## src/rtl/axis_video_ctrl.sv

```systemverilog
// AXI4-Stream video sequencer: SOF-synchronised framing, 2-entry skid buffer, RGB444->RGB888.
// Define AXIS_VIDEO_CTRL_STATS_EN to build the frame and underflow counters.
module axis_video_ctrl #(
  parameter int unsigned H_ACTIVE = 640,
  parameter int unsigned V_ACTIVE = 480,
  parameter int unsigned CNT_W    = 16
) (
  input  logic             pixel_clk,
  input  logic             reset,
  input  logic             enable,
  input  logic             sof,
  input  logic [11:0]      rgb_in,
  input  logic             rgb_valid,
  output logic             rgb_ready,
  output logic [23:0]      tdata,
  output logic             tvalid,
  output logic             tuser,
  output logic             tlast,
  input  logic             tready,
  output logic             busy,
  output logic             sof_err,
  output logic [CNT_W-1:0] frame_cnt,
  output logic [CNT_W-1:0] underflow_cnt
);

  localparam int unsigned COL_W  = (H_ACTIVE > 1) ? $clog2(H_ACTIVE) : 1;
  localparam int unsigned ROW_W  = (V_ACTIVE > 1) ? $clog2(V_ACTIVE) : 1;
  localparam int unsigned DATA_W = 24;

  typedef enum logic [1:0] {IDLE, WAIT_SOF, STREAM, FLUSH} state_t;

  typedef struct packed {
    logic [DATA_W-1:0] data;
    logic              user;
    logic              last;
  } beat_t;

  state_t           state_q, state_d;
  logic [COL_W-1:0] col_q;
  logic [ROW_W-1:0] row_q;
  beat_t            out_q, skid_q, in_beat;
  logic             out_vld_q, skid_vld_q;
  logic             in_fire, out_fire, col_end, row_end, flush_done;
  logic             mid_sof, stream_entry;

  assign rgb_ready  = (state_q == STREAM) && !skid_vld_q;
  assign in_fire    = rgb_valid && rgb_ready;
  assign out_fire   = out_vld_q && tready;
  assign col_end    = (col_q == COL_W'(H_ACTIVE - 1));
  assign row_end    = (row_q == ROW_W'(V_ACTIVE - 1));
  // The frame's last pixel is the youngest buffered beat, so it leaves once the skid is empty.
  assign flush_done = (state_q == FLUSH) && out_fire && !skid_vld_q;

  assign in_beat = {rgb_in[11:8], rgb_in[11:8], rgb_in[7:4], rgb_in[7:4],
                    rgb_in[3:0], rgb_in[3:0],
                    (col_q == '0) && (row_q == '0), col_end};

  assign tdata  = out_q.data;
  assign tuser  = out_q.user;
  assign tlast  = out_q.last;
  assign tvalid = out_vld_q;
  assign busy   = (state_q != IDLE);

  // State register
  always_ff @(posedge pixel_clk) begin
    if (reset) state_q <= IDLE;
    else       state_q <= state_d;
  end

  // Next state; a sof coinciding with the flush handshake is a clean frame start
  always_comb begin
    state_d      = state_q;
    mid_sof      = 1'b0;
    stream_entry = 1'b0;
    case (state_q)
      IDLE:     if (enable) state_d = WAIT_SOF;
      WAIT_SOF: if (sof) state_d = STREAM;
      STREAM: begin
        if (sof)                                mid_sof = 1'b1;
        else if (in_fire && col_end && row_end) state_d = FLUSH;
      end
      FLUSH: begin
        if (flush_done) begin
          if (enable) state_d = sof ? STREAM : WAIT_SOF;
          else        state_d = IDLE;
        end else if (sof) begin
          mid_sof = 1'b1;
          state_d = STREAM;
        end
      end
      default: state_d = IDLE;
    endcase
    stream_entry = (state_d == STREAM) && ((state_q != STREAM) || mid_sof);
  end

  // Input position counters
  always_ff @(posedge pixel_clk) begin
    if (reset) begin
      col_q <= '0;
      row_q <= '0;
    end else if (stream_entry) begin
      col_q <= '0;
      row_q <= '0;
    end else if (in_fire) begin
      if (col_end) begin
        col_q <= '0;
        row_q <= row_end ? '0 : row_q + ROW_W'(1);
      end else begin
        col_q <= col_q + COL_W'(1);
      end
    end
  end

  // Output + skid register; a pixel presented alongside a mid-frame sof is dropped with the rest
  always_ff @(posedge pixel_clk) begin
    if (reset) begin
      out_q      <= '0;
      skid_q     <= '0;
      out_vld_q  <= 1'b0;
      skid_vld_q <= 1'b0;
    end else if (mid_sof) begin
      out_vld_q  <= 1'b0;
      skid_vld_q <= 1'b0;
    end else if (out_fire || !out_vld_q) begin
      if (skid_vld_q) begin
        out_q      <= skid_q;
        out_vld_q  <= 1'b1;
        skid_vld_q <= 1'b0;
      end else if (in_fire) begin
        out_q     <= in_beat;
        out_vld_q <= 1'b1;
      end else begin
        out_vld_q <= 1'b0;
      end
    end else if (in_fire) begin
      skid_q     <= in_beat;
      skid_vld_q <= 1'b1;
    end
  end

  always_ff @(posedge pixel_clk) begin
    if (reset)        sof_err <= 1'b0;
    else if (mid_sof) sof_err <= 1'b1;
  end

`ifdef AXIS_VIDEO_CTRL_STATS_EN
  logic first_q;

  always_ff @(posedge pixel_clk) begin
    if (reset) first_q <= 1'b0;
    else       first_q <= stream_entry;
  end

  // Saturating status counters
  always_ff @(posedge pixel_clk) begin
    if (reset) begin
      frame_cnt     <= '0;
      underflow_cnt <= '0;
    end else begin
      if (flush_done && (frame_cnt != '1))
        frame_cnt <= frame_cnt + CNT_W'(1);
      if ((state_q == STREAM) && !first_q && tready && !out_vld_q && (underflow_cnt != '1))
        underflow_cnt <= underflow_cnt + CNT_W'(1);
    end
  end
`else
  assign frame_cnt     = '0;
  assign underflow_cnt = '0;
`endif

endmodule
```

## config.mk

```make
export PLATFORM = sky130hd
export DESIGN_NAME = axis_video_ctrl
export DESIGN_NICKNAME = d
export VERILOG_FILES = /design/src/rtl/axis_video_ctrl.sv
export SDC_FILE = /design/constraint.sdc
export NUM_CORES = 1
export LEC_CHECK = 0
export CAP_MARGIN = 20
export CORE_MARGIN = 2
export CORE_UTILIZATION = 43
export DETAILED_ROUTE_END_ITERATION = 10
export MAX_ROUTING_LAYER = met4
export PLACE_DENSITY_LB_ADDON = 0.08
export SETUP_SLACK_MARGIN = 0.5
export SLEW_MARGIN = 10
export SYNTH_ARGS = -nofsm -noshare
export SYNTH_HDL_FRONTEND = slang
export SYNTH_SLANG_ARGS = --single-unit
```

## constraint.sdc

```tcl
create_clock -name pixel_clk -period 1.95 [get_ports pixel_clk]
set_clock_uncertainty 0.1 [all_clocks]
set_input_delay 0.195 -clock pixel_clk [delete_from_list [all_inputs] [get_ports pixel_clk]]
set_output_delay 0.195 -clock pixel_clk [all_outputs]
set_load 0.01 [all_outputs]
```

## Yosys cells after proc, flatten, opt, wreduce, memory -nomap -nowiden

Index checks and enable logic that the tools add are counted.

- Register bits after elaboration: 76
- Input port bits: 18
- Word-level logic and storage cells: 64

- $add $sub $neg: 2
- Equality and inequality tests: 7
- Mux-type cells: 17
- Bitwise logic cells: 2
- Reduce and logical (&&, ||, !) cells: 24

Operators by type and width:

| operator | number |
|---|---|
| $mux W26 | 2 |
| $mux W2 | 7 |
| $add A10 B1 Y10 const B | 1 |
| $eq A10 B10 Y1 const B | 1 |
| $logic_not A10 Y1 | 1 |
| $mux W10 | 1 |
| $add A9 B1 Y9 const B | 1 |
| $eq A9 B9 Y1 const B | 1 |
| $logic_and A1 B1 Y1 | 9 |
| $logic_not A9 Y1 | 1 |
| $mux W9 | 1 |
| $pmux W2 S4 | 1 |
| $eq A2 B2 Y1 const B | 3 |
| $reduce_and A3 Y1 | 2 |
| $mux W1 | 4 |
| $reduce_bool A2 Y1 | 2 |
| $reduce_or A2 Y1 | 2 |
| $reduce_or A3 Y1 | 1 |
| $eq A2 B1 Y1 const B | 1 |
| $logic_not A1 Y1 | 2 |
| $logic_not A2 Y1 | 1 |
| $logic_or A1 B1 Y1 | 2 |
| $ne A2 B2 Y1 const B | 1 |
| $not A1 Y1 | 2 |
| 2 further kinds | 2 |

## Logic depth before layout (Yosys ltp)

- Depth in word-level cells: 11
- Mapped depth: 7
- Gate-level depth less buffers: 6

## Worst setup path before layout

No wires, ideal clock.

- Path type: reg-to-reg
- Start point: register state_q[0]
- End point: register row_q[5]
- Library setup time: 72 ps
- Data arrival time: 1900 ps
- Setup slack: -123 ps
- Cell stages (with the launch flop): 7
- Period minus slack after synthesis: 2073 ps
- Path through: dfxtp_1 buf_6 nand4bb_1 buf_2 or4_4 or4b_1 a21oi_1

- Word-level cells in the longest chain between the ends: 11
- Elaborated cells between the ends (all ways): 24
- Those cells by class: 5 x eq/ne; 8 x mux; 11 x reduce/logical

Ends and longest elaborated chain:

| element | line | source |
|---|---|---|
| from (decl) | 38 | `state_t state_q, state_d;` |
| from (signal assigned) | 67 | `else state_q <= state_d;` |
| $eq A2 B2 Y1 | 46, 75 |  |
| $logic_and A1 B1 Y1 | 46 | `assign rgb_ready = (state_q == STREAM) && !skid_vld_q;` |
| $logic_and A1 B1 Y1 | 47 | `assign in_fire = rgb_valid && rgb_ready;` |
| $logic_and A1 B1 Y1 (2 in series) | 80 | `else if (in_fire && col_end && row_end) state_d = FLUSH;` |
| $mux W2 | 80 |  |
| $mux W2 | 79 | `if (sof) mid_sof = 1'b1;` |
| $pmux W2 S4 | 75 | `case (state_q)` |
| $eq A2 B2 Y1 | 93 | `stream_entry = (state_d == STREAM) && ((state_q != STREAM) \|\| mid_sof);` |
| $logic_and A1 B1 Y1 | 93 |  |
| $reduce_or A2 Y1 (no line) | - |  |
| to (signal assigned) | 107 | `row_q <= row_end ? '0 : row_q + ROW_W'(1);` |
| to (decl) | 40 | `logic [ROW_W-1:0] row_q;` |

Several ways; a longest one is shown, not always the timed one.
A chain may end at the register's enable or synchronous reset.

## Worst setup path after layout

- Start point: register state_q[0]
- End point: register row_q[4]

Same word-level chain as after synthesis.

==> flow_results.org <==
** Power and ir drop
- Sw power :: 0.000569 W
- The internal portion of the total power is 0.00151 W.
- Reg power frac :: 52.6%
- Clock network power share :: 30.6%
- In this run, the combinational gates consume 16.8% of the power.
- Power after layout :: 0.00208 W
- Across the VDD grid, the largest voltage drop is 0.342 mV.
- In this run the static leakage power is 1.59 nW.
- Net switching is 27.4% of the power.
- Dividing total power by cell area gives a power density of 510 mW/mm^2.

** Route
- For this block, the routed nets add up to 7120 um of wire.
- DRC violations left :: 0
- The detailed router finished its first iteration with 93 violations.
- The pre-antenna-repair detailed-routing pass consisted of 4 iterations.
- After detailed routing, the average wire length per cell comes to 14.5 um.
- Across all layers, the routed design uses 2,502 vias.
- Average vias per placed instance :: 5.11
- The detail route stage leaves a number of antenna-violating nets equal to 0.

** Setup path
- STA puts the critical path data required time at 2.10 ns.
- Worst setup SP type :: flip-flop
- R2R cell count :: 7
- The startpoint identified for the worst register-to-register timing path is state_q[0]$_SDFF_PP0_.
- Max Fanout on Critical Path :: 3
- Reg-to-reg setup timing slack :: -0.009 ns
- Endpoint type of the worst setup path :: flip-flop
- Data on the critical path arrives at its endpoint at 2.11 ns.
- The most critical setup path has its startpoint at state_q[0]$_SDFF_PP0_.
- The worst setup path is of the flip-flop to flip-flop kind.
- Following the worst setup path forward leads to its endpoint at row_q[4]$_SDFFE_PP0P_.
- Reg-to-reg endpoint :: row_q[4]$_SDFFE_PP0P_

** Place
- Cell area after placement :: 0.00338 sq mm
- Summed over all nets, the half-perimeter wirelength after detailed placement is 4390 um.
- Setup slack at placement :: -0.261 ns
- Counting tap cells, the placed design contains a total of 460 instances.
- Number of buffer cells added on primary ports :: 47
- Routability congestion estimate from global placement :: 0.821

** Floorplan
- The die covers 0.00706 sq mm.
- The total area inside the core boundary comes to 0.00628 sq mm.
- 80 I/O pins were placed.
- Die Width :: 84.0 um
- Initial core utilization :: 43.9%
- Die Y-Extent :: 84.0 um
- The initialized floorplan defines 29 standard-cell rows.

** Synth
- Each instance of the synthesized netlist takes up on average 8.27 sq um.
- Biggest area contributors in the synthesized netlist :: dfxtp_1 38%, buf_4 12%, nand2_1 6.3%
- Synth top cells by count :: 52 x dfxtp_1, 46 x nand2_1, 44 x buf_4
- Counting flops with a built-in enable in the synthesized netlist gives 0.
- Cell accounting for the most synthesized area :: dfxtp_1
- The share of the Yosys chip area taken by registers is 37.8%.
- The number of different library cells used by synthesis comes to 49.
- Synth top area share :: 37.8%
- In this run the cell area of the synthesized design comes to 0.00276 sq mm.
- The most common cell in the synthesized netlist is dfxtp_1.
- For this run, the leading register cell type out of synthesis is dfxtp_1.
- Of all flip-flops after synthesis, the portion carrying an async set or reset was 0%.
- During synthesis, Yosys emitted a total of 0 warnings.
- Synthesized flop and latch total :: 52
- Synthesis produced a netlist whose cell count is 333.

** CTS
- # clock sinks :: 52
- No sink is reached through more buffers than the 2 on the longest clock path.
- Clock-pin slew was measured on the worst setup and hold paths at 0.10 ns.
- Clock latency of the later-clocked register in the worst-skew pair :: 0.31 ns
- Number of CTS-inserted buffers :: 5
- Clock root cell :: clkbuf_8
- TritonCTS built the clock tree.
- In this run the number of H-tree levels came out at 2.

** GRT
- The via count of the first global-routing pass came to 2,328.
- The first global-routing pass estimated 11,500 um of wire.
- Largest net degree at the start of global routing :: 36
- Global routing finished with a remaining overflow of 0.
- The initial antenna violation count is 0.
- Global router's overall resource usage :: 20.7%

** STA
- Summed over all failing endpoints, the final setup total negative slack is -0.0114 ns.
- Hold Fails Final Rpt :: 0
- Setup violations remaining at the end of the flow were counted as 2.
- Fin crit period :: 1.96 ns
- Unrepaired setup endpoints after global routing :: yes
- Dividing the final minimum period by the clock period gives 100%.
- Count of pins over their slew limit :: 0
- Based on the critical path, the design can be clocked at up to 510 MHz.
- In the post-route analysis, the smallest setup slack over all paths is -0.00916 ns.

** Run
- Across the run, the number of max-cap violations was 0.

** Layout
- Area overhead of the layout relative to synthesis :: 47.7%
- Count of filler cells inserted in the layout :: 515
- After the flow finishes, the layout carries non-filler instances totaling 490.
- Share of final-layout standard cells stronger than drive strength 1 :: 34.1%
- Number of nets in the finished design :: 434
- 0 antenna diodes ended up in the layout.
- The finished cells cover 0.00407 sq mm.
- Summing all flip-flop and latch instances after layout gives 0.00106 sq mm.
- Summing all multi-input logic gate instances after layout gives 0.00175 sq mm.

** Run status
- Failing checks :: negative setup slack
- Result of the run :: complete, but fails checks

** Min path
- Class of the tightest hold or removal check :: input port to flip-flop
==> area by class of cell <==
| type | count | area share, % |
|---|---|---|
| Clock buffer | 6 | 1.78 |
| Timing Repair Buffer | 103 | 25.7 |
| Clock inverter | 2 | 0.400 |
| Multi-Input combinational cell | 242 | 43.0 |
| Inverter | 8 | 0.738 |
| Tap cell | 77 | 2.37 |
| Sequential cell | 52 | 25.9 |
==> cells in the final DEF (no fill, tap or decap), drive strengths merged, types with 2 or more instances in the layout <==
master and count:
or4 4, inv 8, dlygate4sd2 28, nor3b 2, a311oi 2, xor2 4
nand3b 2, a21oi 25, or3 2, nor2 28, ha 4, and3 3
or4b 3, clkbuf 7, o21ai 2, o21a 2, conb 32, mux2i 14
nor2b 3, nand4 9, nor3 4, clkdlybuf4s50 17, o31ai 2, nor4 5
o32ai 2, xnor2 3, nand2b 2, buf 57, nand3 9, nand2 46
and4 2, a211oi 13, dfxtp 52
==> sequential cells by signal, summed over array words and instances (netlist names) <==
name,count
tlast,1
state_q,2
sof_err,1
tdata,12
skid_vld_q,1
skid_q,14
tvalid,1
row_q,9
tuser,1
col_q,10
==> kinds of logic after synthesis <==
kind of cell	Yosys count	synth area share (%)
simple gates	130	23.8
mux	14	5.09
compound gates	55	13.2
flops	52	37.8
fa+ha+maj	4	1.82
buf+inv	70	15.9
xor+xnor	7	2.23
other cells	1	0.136
==> timing repair <==
action | CTS | global route
cloned | 3 | 1
gates resized for setup | 72 | 62
hold endpoints to repair | 0 | 0
endpoints found under the setup margin | 79 | 54
hold buffers | 0 | 0
buffers inserted | 14 | 4
pin swaps | 15 | 23
==> worst min-delay path by stage <==
stage	endpoint	slack (ns)	from	depth (start not counted)
after CTS	skid_q[17]$_SDFFE_PP0P_	0.34	rgb_in[7]	3
after floorplan	skid_q[14]$_SDFFE_PP0P_	0.23	rgb_in[4]	2
final	skid_q[16]$_SDFFE_PP0P_	0.34	rgb_in[6]	3
after global placement	skid_q[9]$_SDFFE_PP0P_	0.34	skid_q[9]$_SDFFE_PP0P_	2
after global routing	skid_q[9]$_SDFFE_PP0P_	0.37	rgb_in[3]	3
after detailed placement	skid_q[9]$_SDFFE_PP0P_	0.35	skid_q[9]$_SDFFE_PP0P_	2
==> worst max-delay path, stage by stage, from the launching register on <==
cell      delay [ns]
dfxtp_2         0.34
buf_6           0.11
buf_6           0.10
nor4bb_1        0.31
buf_4           0.20
nand2_1         0.08
or4_4           0.52
a21oi_2         0.14
==> power by group through the flow <==
stage                     clock [W]  sequential (W)  combinational, W
after floorplan                   0         0.00112          0.000197
after global placement            0         0.00111          0.000264
after detailed placement          0         0.00111          0.000263
after CTS                  0.000655         0.00109          0.000301
after global routing       0.000703         0.00110          0.000373
final                      0.000635         0.00109          0.000348
==> metrics by stage <==
| step | util (%) | hold slack, ns |
|---|---|---|
| detailed placement | 53.8 | 0.346 |
| CTS | 60.4 | 0.336 |
| global route | 64.8 | 0.372 |
| floorplan | - | 0.231 |
| global placement | 53.8 | 0.342 |
| finish | 64.8 | 0.339 |
==> metal layers <==
metal	share of wire, %	track usage (%)
met1	45	27.5
met2	48	32.4
met3	5.1	4.06
met4	1.4	5.43
met5	0	-
Note: power is estimated with default switching activity, not from simulation.
